===== config.mk =====
export PLATFORM = sky130hd
export DESIGN_NAME = sram_bus_arbiter_flat
export DESIGN_NICKNAME = d
export VERILOG_FILES = /design/src/rtl/sram_bus_arbiter_if.sv /design/src/rtl/sram_bus_arbiter.sv /design/src/flat_wrapper.sv
export SDC_FILE = /design/constraint.sdc
export NUM_CORES = 1
export LEC_CHECK = 0
export BUFFER_PORTS_ARGS = -buffer_cell sky130_fd_sc_hd__buf_2
export CAP_MARGIN = 0
export CORE_AREA = 2 2 112 136
export DETAILED_ROUTE_END_ITERATION = 8
export DIE_AREA = 0 0 114 138
export PLACE_DENSITY = 0.72
export SLEW_MARGIN = 10
export SYNTH_ARGS = -nofsm -noshare
export SYNTH_HDL_FRONTEND = slang
export SYNTH_SLANG_ARGS = --single-unit

===== constraint.sdc =====
create_clock -name clk -period 2 [get_ports clk]
set_input_delay 0.4 -clock clk [delete_from_list [all_inputs] [get_ports clk]]
set_output_delay 0.4 -clock clk [all_outputs]
set_load 0.01 [all_outputs]

===== src/rtl/sram_bus_arbiter_if.sv =====
// ---------------------------------------------------------------------------
// sram_bus_arbiter_if
//
// Groups every signal of the SRAM bus arbiter apart from clock and reset: the
// instruction-fetch port, the data-memory port, the flush and stall-request
// lines towards the pipeline controller, and the external SRAM pad signals.
//
// Modports
//   master : the arbiter's view. It serves the two request ports, produces the
//            stall requests and drives the SRAM strobes.
//   slave  : the surroundings' view (pipeline + SRAM pad). It issues requests
//            and returns read data from the pad.
//
// Handshake: a port raises *_ce with its address (and write data/byte enables
// for the data port). It holds them stable until its *_ready pulses for one
// cycle, and *_rdata / if_data are valid in that same cycle. stallreq_* is
// high while that port's ce is high and its ready has not yet pulsed.
//
// Signals
//   flush                                     pipeline flush (discards a fetch)
//   if_ce, if_addr / if_data, if_ready        fetch port (read only)
//   mem_ce, mem_we, mem_sel, mem_addr,
//   mem_wdata / mem_rdata, mem_ready          data port
//   stallreq_if, stallreq_mem                 per-port stall requests
//   sram_addr, sram_data_o, sram_data_i,
//   sram_data_oe, sram_ce_n, sram_oe_n,
//   sram_we_n, sram_be_n                      asynchronous SRAM pad
// ---------------------------------------------------------------------------
interface sram_bus_arbiter_if #(
    parameter int SRAM_AW = 20
);
    logic               flush;

    logic               if_ce;
    logic [31:0]        if_addr;
    logic [31:0]        if_data;
    logic               if_ready;

    logic               mem_ce;
    logic               mem_we;
    logic [3:0]         mem_sel;
    logic [31:0]        mem_addr;
    logic [31:0]        mem_wdata;
    logic [31:0]        mem_rdata;
    logic               mem_ready;

    logic               stallreq_if;
    logic               stallreq_mem;

    logic [SRAM_AW-1:0] sram_addr;
    logic [31:0]        sram_data_o;
    logic [31:0]        sram_data_i;
    logic               sram_data_oe;
    logic               sram_ce_n;
    logic               sram_oe_n;
    logic               sram_we_n;
    logic [3:0]         sram_be_n;

    modport master (
        input  flush,
        input  if_ce, if_addr,
        output if_data, if_ready,
        input  mem_ce, mem_we, mem_sel, mem_addr, mem_wdata,
        output mem_rdata, mem_ready,
        output stallreq_if, stallreq_mem,
        output sram_addr, sram_data_o, sram_data_oe,
        output sram_ce_n, sram_oe_n, sram_we_n, sram_be_n,
        input  sram_data_i
    );

    modport slave (
        output flush,
        output if_ce, if_addr,
        input  if_data, if_ready,
        output mem_ce, mem_we, mem_sel, mem_addr, mem_wdata,
        input  mem_rdata, mem_ready,
        input  stallreq_if, stallreq_mem,
        input  sram_addr, sram_data_o, sram_data_oe,
        input  sram_ce_n, sram_oe_n, sram_we_n, sram_be_n,
        output sram_data_i
    );
endinterface


===== src/rtl/sram_bus_arbiter.sv =====
// ---------------------------------------------------------------------------
// sram_bus_arbiter
//
// Shares one asynchronous 32-bit SRAM between the instruction-fetch port and
// the data-memory port. Each granted request runs a fixed access of
// WAIT_CYCLES+1 cycles (ACCESS), followed by one turnaround cycle (DONE) in
// which the granted port's ready pulses. When both ports request in the same
// IDLE cycle, the data port wins. A flush while a fetch is in ACCESS lets the
// SRAM cycle finish, but suppresses if_ready and leaves if_data untouched.
//
// Parameters
//   WAIT_CYCLES  cycles with sram_we_n low on a write (1..7)
//   SRAM_AW      SRAM word-address width
//
// Ports
//   clk        system clock, rising edge
//   rst        asynchronous reset, active low
//   bus        sram_bus_arbiter_if.master (request ports, stalls, SRAM pad)
//   dbg_state  current FSM state (0 IDLE, 1 ACCESS, 2 DONE)
//   dbg_grant  current grant (0 NONE, 1 IF, 2 MEM)
//
// Every SRAM output, ready pulse and data output is a register. Only the
// stall requests are combinational.
// ---------------------------------------------------------------------------
module sram_bus_arbiter #(
    parameter int WAIT_CYCLES = 1,
    parameter int SRAM_AW     = 20
) (
    input  logic                clk,
    input  logic                rst,
    sram_bus_arbiter_if.master  bus,
    output logic [1:0]          dbg_state,
    output logic [1:0]          dbg_grant
);

    typedef enum logic [1:0] {
        S_IDLE   = 2'd0,
        S_ACCESS = 2'd1,
        S_DONE   = 2'd2
    } state_t;

    typedef enum logic [1:0] {
        G_NONE = 2'd0,
        G_IF   = 2'd1,
        G_MEM  = 2'd2
    } grant_t;

    // Three bits hold the largest legal WAIT_CYCLES (7).
    localparam int            CW       = 3;
    localparam logic [CW-1:0] CNT_LOAD = CW'(WAIT_CYCLES);

    // ------------------------------------------------------------------
    // FSM and bookkeeping registers
    // ------------------------------------------------------------------
    state_t        state_q, state_d;
    grant_t        grant_q, grant_d;
    logic [CW-1:0] cnt_q,   cnt_d;
    logic          discard_q, discard_d;
    logic          is_write_q;

    // ------------------------------------------------------------------
    // Registered outputs
    // ------------------------------------------------------------------
    logic [SRAM_AW-1:0] addr_q;
    logic [31:0]        data_o_q;
    logic               data_oe_q;
    logic               ce_n_q;
    logic               oe_n_q;
    logic               we_n_q;
    logic [3:0]         be_n_q;
    logic               if_ready_q;
    logic               mem_ready_q;
    logic [31:0]        if_data_q;
    logic [31:0]        mem_rdata_q;

    // ------------------------------------------------------------------
    // Request selection (only meaningful while IDLE)
    // ------------------------------------------------------------------
    logic               sel_mem;
    logic               grant_start;
    logic               new_write;
    logic [SRAM_AW-1:0] req_word;
    logic               last_access;

    // Data port has fixed priority over fetch.
    assign sel_mem     = bus.mem_ce;
    assign grant_start = (state_q == S_IDLE) && (bus.mem_ce || bus.if_ce);
    assign new_write   = sel_mem && bus.mem_we;
    assign req_word    = sel_mem ? bus.mem_addr[SRAM_AW+1:2]
                                 : bus.if_addr[SRAM_AW+1:2];
    assign last_access = (state_q == S_ACCESS) && (cnt_q == '0);

    // ------------------------------------------------------------------
    // FSM: state register
    // ------------------------------------------------------------------
    always_ff @(posedge clk or negedge rst) begin
        if (!rst) begin
            state_q   <= S_IDLE;
            grant_q   <= G_NONE;
            cnt_q     <= '0;
            discard_q <= 1'b0;
        end else begin
            state_q   <= state_d;
            grant_q   <= grant_d;
            cnt_q     <= cnt_d;
            discard_q <= discard_d;
        end
    end

    // ------------------------------------------------------------------
    // FSM: next state
    // ------------------------------------------------------------------
    always_comb begin
        state_d   = state_q;
        grant_d   = grant_q;
        cnt_d     = cnt_q;
        discard_d = discard_q;

        case (state_q)
            S_IDLE: begin
                // A fresh access never inherits a stale discard.
                discard_d = 1'b0;
                grant_d   = G_NONE;
                if (grant_start) begin
                    state_d = S_ACCESS;
                    grant_d = sel_mem ? G_MEM : G_IF;
                    cnt_d   = CNT_LOAD;
                end
            end

            S_ACCESS: begin
                if ((grant_q == G_IF) && bus.flush) begin
                    discard_d = 1'b1;
                end
                if (cnt_q == '0) begin
                    state_d = S_DONE;
                end else begin
                    cnt_d = cnt_q - 1'b1;
                end
            end

            S_DONE: begin
                // A flush here is remembered but can no longer retract the
                // ready pulse, which was already registered on entry to DONE.
                if ((grant_q == G_IF) && bus.flush) begin
                    discard_d = 1'b1;
                end
                state_d = S_IDLE;
            end

            default: begin
                state_d   = S_IDLE;
                grant_d   = G_NONE;
                cnt_d     = '0;
                discard_d = 1'b0;
            end
        endcase
    end

    // ------------------------------------------------------------------
    // SRAM strobes, ready pulses and read data
    //
    // Each register is loaded with the value it must present in the next
    // cycle, so the strobes line up exactly with the ACCESS/DONE states.
    // ------------------------------------------------------------------
    always_ff @(posedge clk or negedge rst) begin
        if (!rst) begin
            addr_q      <= '0;
            data_o_q    <= '0;
            data_oe_q   <= 1'b0;
            ce_n_q      <= 1'b1;
            oe_n_q      <= 1'b1;
            we_n_q      <= 1'b1;
            be_n_q      <= 4'hF;
            if_ready_q  <= 1'b0;
            mem_ready_q <= 1'b0;
            if_data_q   <= '0;
            mem_rdata_q <= '0;
            is_write_q  <= 1'b0;
        end else begin
            if_ready_q  <= 1'b0;
            mem_ready_q <= 1'b0;

            if (grant_start) begin
                // Latch the winning request; it stays constant for the access.
                addr_q     <= req_word;
                is_write_q <= new_write;
                be_n_q     <= new_write ? ~bus.mem_sel : 4'b0000;
                if (new_write) begin
                    data_o_q <= bus.mem_wdata;
                end
                ce_n_q    <= 1'b0;
                oe_n_q    <= new_write;
                // The counter loads WAIT_CYCLES >= 1, so a write's first
                // ACCESS cycle always has the write strobe low.
                we_n_q    <= ~new_write;
                data_oe_q <= new_write;
            end else if (last_access) begin
                // Going to DONE: release the bus and capture read data.
                ce_n_q    <= 1'b1;
                oe_n_q    <= 1'b1;
                we_n_q    <= 1'b1;
                data_oe_q <= 1'b0;
                be_n_q    <= 4'hF;
                if (grant_q == G_IF) begin
                    // A flush in this very cycle still counts as a discard.
                    if (!discard_q && !bus.flush) begin
                        if_ready_q <= 1'b1;
                        if_data_q  <= bus.sram_data_i;
                    end
                end else if (grant_q == G_MEM) begin
                    mem_ready_q <= 1'b1;
                    if (!is_write_q) begin
                        mem_rdata_q <= bus.sram_data_i;
                    end
                end
            end else if (state_q == S_ACCESS) begin
                // The write strobe rises for the final ACCESS cycle so that
                // the data is held past the end of the write pulse.
                we_n_q <= ~(is_write_q && (cnt_d != '0));
            end
        end
    end

    // ------------------------------------------------------------------
    // Output wiring
    // ------------------------------------------------------------------
    assign bus.sram_addr    = addr_q;
    assign bus.sram_data_o  = data_o_q;
    assign bus.sram_data_oe = data_oe_q;
    assign bus.sram_ce_n    = ce_n_q;
    assign bus.sram_oe_n    = oe_n_q;
    assign bus.sram_we_n    = we_n_q;
    assign bus.sram_be_n    = be_n_q;

    assign bus.if_ready     = if_ready_q;
    assign bus.if_data      = if_data_q;
    assign bus.mem_ready    = mem_ready_q;
    assign bus.mem_rdata    = mem_rdata_q;

    // A port stalls from the cycle it asks until the cycle it is answered.
    assign bus.stallreq_if  = bus.if_ce  & ~if_ready_q;
    assign bus.stallreq_mem = bus.mem_ce & ~mem_ready_q;

    assign dbg_state = state_q;
    assign dbg_grant = grant_q;

endmodule


===== src/flat_wrapper.sv =====
// flat-port wrapper written by rule: the top's interface ports become plain ports
module sram_bus_arbiter_flat 
#(
    parameter int WAIT_CYCLES = 1,
    parameter int SRAM_AW     = 20
)
  (clk, rst, dbg_state, dbg_grant, bus_flush, bus_if_ce, bus_if_addr, bus_if_data, bus_if_ready, bus_mem_ce, bus_mem_we, bus_mem_sel, bus_mem_addr, bus_mem_wdata, bus_mem_rdata, bus_mem_ready, bus_stallreq_if, bus_stallreq_mem, bus_sram_addr, bus_sram_data_o, bus_sram_data_oe, bus_sram_ce_n, bus_sram_oe_n, bus_sram_we_n, bus_sram_be_n, bus_sram_data_i);
  sram_bus_arbiter_if #(.SRAM_AW(SRAM_AW)) bus_i ();
  input  logic clk;
  input  logic rst;
  output logic [1:0] dbg_state;
  output logic [1:0] dbg_grant;
  input wire logic [$bits(bus_i.flush)-1:0] bus_flush;
  input wire logic [$bits(bus_i.if_ce)-1:0] bus_if_ce;
  input wire logic [$bits(bus_i.if_addr)-1:0] bus_if_addr;
  output wire logic [$bits(bus_i.if_data)-1:0] bus_if_data;
  output wire logic [$bits(bus_i.if_ready)-1:0] bus_if_ready;
  input wire logic [$bits(bus_i.mem_ce)-1:0] bus_mem_ce;
  input wire logic [$bits(bus_i.mem_we)-1:0] bus_mem_we;
  input wire logic [$bits(bus_i.mem_sel)-1:0] bus_mem_sel;
  input wire logic [$bits(bus_i.mem_addr)-1:0] bus_mem_addr;
  input wire logic [$bits(bus_i.mem_wdata)-1:0] bus_mem_wdata;
  output wire logic [$bits(bus_i.mem_rdata)-1:0] bus_mem_rdata;
  output wire logic [$bits(bus_i.mem_ready)-1:0] bus_mem_ready;
  output wire logic [$bits(bus_i.stallreq_if)-1:0] bus_stallreq_if;
  output wire logic [$bits(bus_i.stallreq_mem)-1:0] bus_stallreq_mem;
  output wire logic [$bits(bus_i.sram_addr)-1:0] bus_sram_addr;
  output wire logic [$bits(bus_i.sram_data_o)-1:0] bus_sram_data_o;
  output wire logic [$bits(bus_i.sram_data_oe)-1:0] bus_sram_data_oe;
  output wire logic [$bits(bus_i.sram_ce_n)-1:0] bus_sram_ce_n;
  output wire logic [$bits(bus_i.sram_oe_n)-1:0] bus_sram_oe_n;
  output wire logic [$bits(bus_i.sram_we_n)-1:0] bus_sram_we_n;
  output wire logic [$bits(bus_i.sram_be_n)-1:0] bus_sram_be_n;
  input wire logic [$bits(bus_i.sram_data_i)-1:0] bus_sram_data_i;
  assign bus_i.flush = bus_flush;
  assign bus_i.if_ce = bus_if_ce;
  assign bus_i.if_addr = bus_if_addr;
  assign bus_if_data = bus_i.if_data;
  assign bus_if_ready = bus_i.if_ready;
  assign bus_i.mem_ce = bus_mem_ce;
  assign bus_i.mem_we = bus_mem_we;
  assign bus_i.mem_sel = bus_mem_sel;
  assign bus_i.mem_addr = bus_mem_addr;
  assign bus_i.mem_wdata = bus_mem_wdata;
  assign bus_mem_rdata = bus_i.mem_rdata;
  assign bus_mem_ready = bus_i.mem_ready;
  assign bus_stallreq_if = bus_i.stallreq_if;
  assign bus_stallreq_mem = bus_i.stallreq_mem;
  assign bus_sram_addr = bus_i.sram_addr;
  assign bus_sram_data_o = bus_i.sram_data_o;
  assign bus_sram_data_oe = bus_i.sram_data_oe;
  assign bus_sram_ce_n = bus_i.sram_ce_n;
  assign bus_sram_oe_n = bus_i.sram_oe_n;
  assign bus_sram_we_n = bus_i.sram_we_n;
  assign bus_sram_be_n = bus_i.sram_be_n;
  assign bus_i.sram_data_i = bus_sram_data_i;
  sram_bus_arbiter #(.WAIT_CYCLES(WAIT_CYCLES), .SRAM_AW(SRAM_AW)) u_core (.clk(clk), .rst(rst), .bus(bus_i), .dbg_state(dbg_state), .dbg_grant(dbg_grant));
endmodule

**Yosys cells after proc, flatten, opt, wreduce, memory -nomap -nowiden**

Cells that the tools add are included.

- Register bits after elaboration: 135
- Input bits: 138
- Logic and storage cells: 84
- Output and inout bits: 132

- Bitwise operators: 10
- Mux-type cells: 31
- Reduce and logical (&&, ||, !) cells: 19
- Equality and inequality tests: 7
- Add/sub/neg operators: 1

Operator list:

| operator | number |
|---|---|
| $mux 20 | 1 |
| $mux 1 | 18 |
| $mux 4 | 3 |
| $pmux 3 s3 | 1 |
| $mux 2 | 4 |
| $pmux 2 s2 | 2 |
| $not 1->1 | 7 |
| $logic_and 1x1->1 | 6 |
| $mux 3 | 2 |
| $ne 2x1->1 const B | 3 |
| $reduce_bool 3->1 | 2 |
| $reduce_and 5->1 | 1 |
| $eq 2x1->1 const B | 2 |
| $eq 2x2->1 const B | 2 |
| $not 4->4 | 1 |
| $reduce_and 2->1 | 2 |
| $reduce_and 4->1 | 1 |
| $logic_not 3->1 | 1 |
| $sub 3x1->3 const B | 1 |
| $and 1x1->1 | 2 |
| $logic_not 1->1 | 2 |
| $logic_not 2->1 | 1 |
| $reduce_bool 2->1 | 1 |
| $reduce_or 2->1 | 1 |
| $logic_or 1x1->1 | 1 |

**Longest topological paths before layout**

- Word-level depth: 10
- Depth in mapped cells: 11
- Depth with buffers taken out: 7

**Least setup slack after synthesis**

OpenSTA, ideal clock, no wires.

- Path type: register to register
- Start: reg u_core.state_q[1], in the netlist u_core.dbg_state[1]
- End: reg u_core.if_data_q[10], in the netlist u_core.bus.if_data[10]
- Arrival time: 2.169 ns
- Slack: -0.295 ns
- Required time: 1.875 ns
- Clock period less this slack: 2.295 ns
- Stages on the path, launching flop included: 11
- Library setup time: 0.125 ns
- Path buffers: 4
- Cell sequence: dfrtp_1 inv_1 ha_1 buf_6 and3b_1 buf_6 nand2_4 or4_4 buf_6 buf_12 mux2_4

- Longest elaborated chain between the ends: 4
- Elaborated cells between the ends (all ways): 6
- Those cells by class: 1 x eq/ne; 1 x bitwise; 4 x reduce/logical

RTL lines:

| element | RTL line | source |
|---|---|---|
| from (decl) | sram_bus_arbiter.sv:55 | `state_t state_q, state_d;` |
| from (signal assigned) | sram_bus_arbiter.sv:103 | `state_q <= state_d;` |
| $logic_not 2->1 | sram_bus_arbiter.sv:87 | `assign grant_start = (state_q == S_IDLE) && (bus.mem_ce \|\| bus.if_ce);` |
| $logic_and 1x1->1 | sram_bus_arbiter.sv:87 |  |
| $not 1->1 (no source line) | -- |  |
| $reduce_and 4->1 (no source line) (*) | -- |  |
| to (signal assigned) | sram_bus_arbiter.sv:209 | `if_data_q <= bus.sram_data_i;` |
| to (decl) | sram_bus_arbiter.sv:73 | `logic [31:0] if_data_q;` |

Mark *: on every way between the ends. The rest lies on a longest branch, timed or not.
A chain may end at the register's enable or synchronous reset.

**Worst setup path after layout**

- Start: reg u_core.cnt_q[0]
- End: reg u_core.if_data_q[25], in the netlist u_core.bus.if_data[25]

- Longest elaborated chain between the ends: 3

RTL lines:

| element | RTL line | source |
|---|---|---|
| from (decl) | sram_bus_arbiter.sv:57 | `logic [CW-1:0] cnt_q, cnt_d;` |
| from (signal assigned) | sram_bus_arbiter.sv:105 | `cnt_q <= cnt_d;` |
| $logic_not 3->1 | sram_bus_arbiter.sv:91 | `assign last_access = (state_q == S_ACCESS) && (cnt_q == '0);` |
| $logic_and 1x1->1 | sram_bus_arbiter.sv:91 |  |
| $reduce_and 4->1 (no source line) | -- |  |

No other way between the ends.

==> summary.txt <==
Timing
  – Final Hold Fails: 0
  – Tcrit/Tclk final: 1.05
  – Max Clk Rate: 474 MHz
  – Clk_skew: 0.00707 ns
  – Min cycle time layout: 2.11 ns
  – Final worst slack: -0.108 ns
  – # setup viols final: 32
  – Max_slew headroom: 0.608
  – RSZ-0062 raised after global routing: yes
  – Pins over their slew limit: 0
  – Worst-margin pin slew: 0.588 ns

Final layout
  – ANT cells: 0
  – Post-Layout Cell Count: 869
  – Finished Cell Area: 8140 um2
  – Layout cells sized above 1: 0.622
  – Synth-to-Final Area Change: 43.9%
  – NumNets Final: 822
  – Final Core Density: 0.558

Clocking
  – Clk sinks: 135
  – Clk_lat worst skew: 0.41 ns
  – Root Buffer: clkbuf_16
  – Clock buffer depth: 2
  – Inserted Clock Buffers: 17
  – TritonCTS clock tree: done
  – Max H-tree Level: 4
  – Reg clk slew, reported paths: 0.06 ns

Worst setup path
  – Setup crit start kind: flip-flop
  – Critical path class: flip-flop to flip-flop
  – R2r endpoint: u_core.bus.if_data[25]$_DFFE_PN0P_
  – R2R Path Start: u_core.cnt_q[0]$_DFF_PN0_
  – R2R setup slack: -0.11 ns
  – End of the critical path: u_core.bus.if_data[25]$_DFFE_PN0P_
  – Cells on worst reg2reg path: 7
  – Crit path capture type: flip-flop
  – Critical path origin: u_core.cnt_q[0]$_DFF_PN0_
  – Arrival time worst endpoint: 2.40 ns
  – Critical path peak fanout: 8
  – WP data required: 2.29 ns

Floorplanning
  – Overall die height: 138 um
  – IO Pins: 270
  – Die X: 114 um
  – # rows: 49
  – Die area: 15700 um2
  – Initial core utilization: 0.388
  – Core box area: 14600 um2

Placement
  – GPL Wtd Cong: 0.736
  – Final HPWL DP: 10500 um
  – Placed Cells: 824
  – Pre-CTS setup slack: -0.115 ns
  – Dpl cell area: 7300 um2
  – Port Buffer Count: 245

Synth
  – Main combinational cell family by area after synthesis: multiplexers
  – Asr flop ratio synth: 1.00
  – Synthesized area per cell: 14.0 um2
  – Mapped Cells: 404
  – Mapped cell area: 5660 um2
  – Post-synth EDFFs: 0
  – Yosys warning count: 0
  – Post-synthesis adder-cell area fraction: 0.0133
  – Post-synth net total: 548
  – Sequential area share after synthesis: 0.599
  – Ys flop type: dfrtp_1
  – Synth Area in XOR/XNOR: 0
  – Compound-Gate Fraction of Synth Area: 0.0960
  – FF+latch count, synth: 135
  – Yosys cell types: 35
  – Post-Synth Simple-Gate Area: 0.0387
  – Post-synthesis mux area share: 0.212

Global route
  – Pin count of the biggest net entering global routing: 61
  – Total GRT Usage: 0.189
  – First-pass GRT wire length: 23600 um
  – Initial antenna violation count: 1
  – Grt ovf: 0
  – Vias in the first global route: 4708

Routing
  – DR vias/cell: 5.05
  – Antenna viol nets, final: 0
  – WL/cell: 17.6 um
  – DRT iter0 DRCs: 202
  – Via count: 4385
  – DRT Pass-1 Iters: 6
  – Routed wire length: 15300 um
  – # DRC: 0

Pwr
  – Power per Cell Area: 1550 nW/um2
  – Worst IR Drop VDD: 0.847 mV
  – Leak: 4.26 nW
  – Power after layout: 12.6 mW

Min path
  – Hold path start: bus_mem_sel[0]
  – Hold/Removal Path Class: input pin to flip-flop

Outcome
  – Failing checks: setup timing
  – Status: finished with violations

Run
  – MaxCap Viol Count: 0
## sequential cells by signal (all words and copies together), names as in the netlist, 2 cells and up
| register | flops |
|---|---|
| u_core.bus.mem_rdata | 32 |
| u_core.dbg_state | 2 |
| u_core.cnt_q | 3 |
| u_core.bus.sram_addr | 20 |
| u_core.dbg_grant | 2 |
| u_core.bus.if_data | 32 |
| u_core.bus.sram_data_o | 32 |
| u_core.bus.sram_be_n | 4 |
## report_power, final
group,total [mW],leakage (nW),internal [mW],switching (mW)
Combinational,4.78,2.27,2.47,2.31
Clock,3.23,0.299,2.06,1.17
Sequential,4.60,1.69,3.93,0.673
## stage by stage
| stage | hold slack, ns | TNS (ns) |
|---|---|---|
| after floorplan | 0.104 | -11.85 |
| final | 0.129 | -2.83 |
| after global placement | 0.405 | -1.56 |
| after detailed placement | 0.414 | -4.64 |
| after global routing | 0.120 | -6.22 |
| after CTS | 0.115 | -2.34 |
## cell families (layout without fill, tap and decap cells)
| kind of cell | after synthesis | in the layout |
|---|---|---|
| flip-flops | 135 | 135 |
| AO/OA/AOI/OAI | 91 | 91 |
| buffers and inverters | 39 | 326 |
| AND/OR/NAND/NOR | 36 | 36 |
| adder cells (fa/ha/maj) | 6 | 6 |
| multiplexers | 97 | 97 |
## area by class of cell
cell class,instances,area (um2)
clock buffer,21,470
fill,1238,6450
clock inverter,11,146
timing repair buffer,282,1680
multi-input combinational,230,2190
sequential,135,3390
tap,178,223
inverter,12,45.0
## worst min-delay path by stage
stage                                           to  cells past startpoint
6_report       u_core.bus.sram_be_n[0]$_DFFE_PN1P_                      2
5_1_grt        u_core.bus.sram_be_n[0]$_DFFE_PN1P_                      2
4_1_cts        u_core.bus.sram_be_n[0]$_DFFE_PN1P_                      2
3_5_place_dp    u_core.bus.if_data[17]$_DFFE_PN0P_                      1
3_3_place_gp    u_core.bus.if_data[17]$_DFFE_PN0P_                      1
2_1_floorplan    u_core.bus.if_data[0]$_DFFE_PN0P_                      0
## timing repair
| action | 4_1_cts | 5_1_grt |
|---|---|---|
| hold buffers | 1 | 0 |
| hold endpoints to repair | 27 | 0 |
| endpoints found under the setup margin | 66 | 75 |
| cloned | 1 | 5 |
| pin swaps | 0 | 1 |
| resized for setup | 3 | 9 |
| setup buffers | 1 | 5 |
## critical path: stages (launching register included)
cell	delay (ns)
dfrtp_1	0.39
inv_2	0.09
ha_4	0.13
and3b_2	0.22
nand2_4	0.06
or4_4	0.58
clkbuf_16	0.22
mux2_4	0.30
## layout by cell type (no fill, tap or decap), types with 2 or more instances in the layout
cell	n
a21oi_1	23
buf_12	4
buf_16	2
buf_2	244
buf_4	25
buf_6	2
bufinv_16	3
clkbuf_16	21
clkbuf_8	3
clkinv_2	3
clkinv_4	2
clkinvlp_4	2
dfrtp_1	128
dfstp_2	7
ha_1	3
ha_4	2
inv_1	9
inv_2	3
mux2_2	37
mux2_4	59
nand2_1	7
nand2b_1	2
nand3b_1	10
nor2_1	7
o21a_1	3
o21ai_0	21
o22ai_1	30
o31ai_1	7
## cell usage after synthesis (all sizes together) (2+ instances only)
cell,number,area [um2]
nand2b,2,12.5
nor3b,2,20.0
o21ai,23,126
nand3b,10,75.1
dfrtp,128,3200
mux2,96,1190
ha,6,75.1
nand2,9,41.3
clkbuf,15,56.3
nor2,7,26.3
dfstp,7,184
a21oi,24,120
o22ai,30,188
inv,12,45.0
o21a,3,22.5
o31ai,7,52.6
buf,12,131
## per-layer routing
layer / up-vias / GRT usage / wire length (um)
met3: 26 / 0.0701 / 1150
li1: 2012 / - / -
met1: 2171 / 0.219 / 5910
met2: 174 / 0.325 / 7970
met4: 2 / 0.0584 / 209
met5: - / 0 / 12
Note: power is estimated with default switching activity, not from simulation.
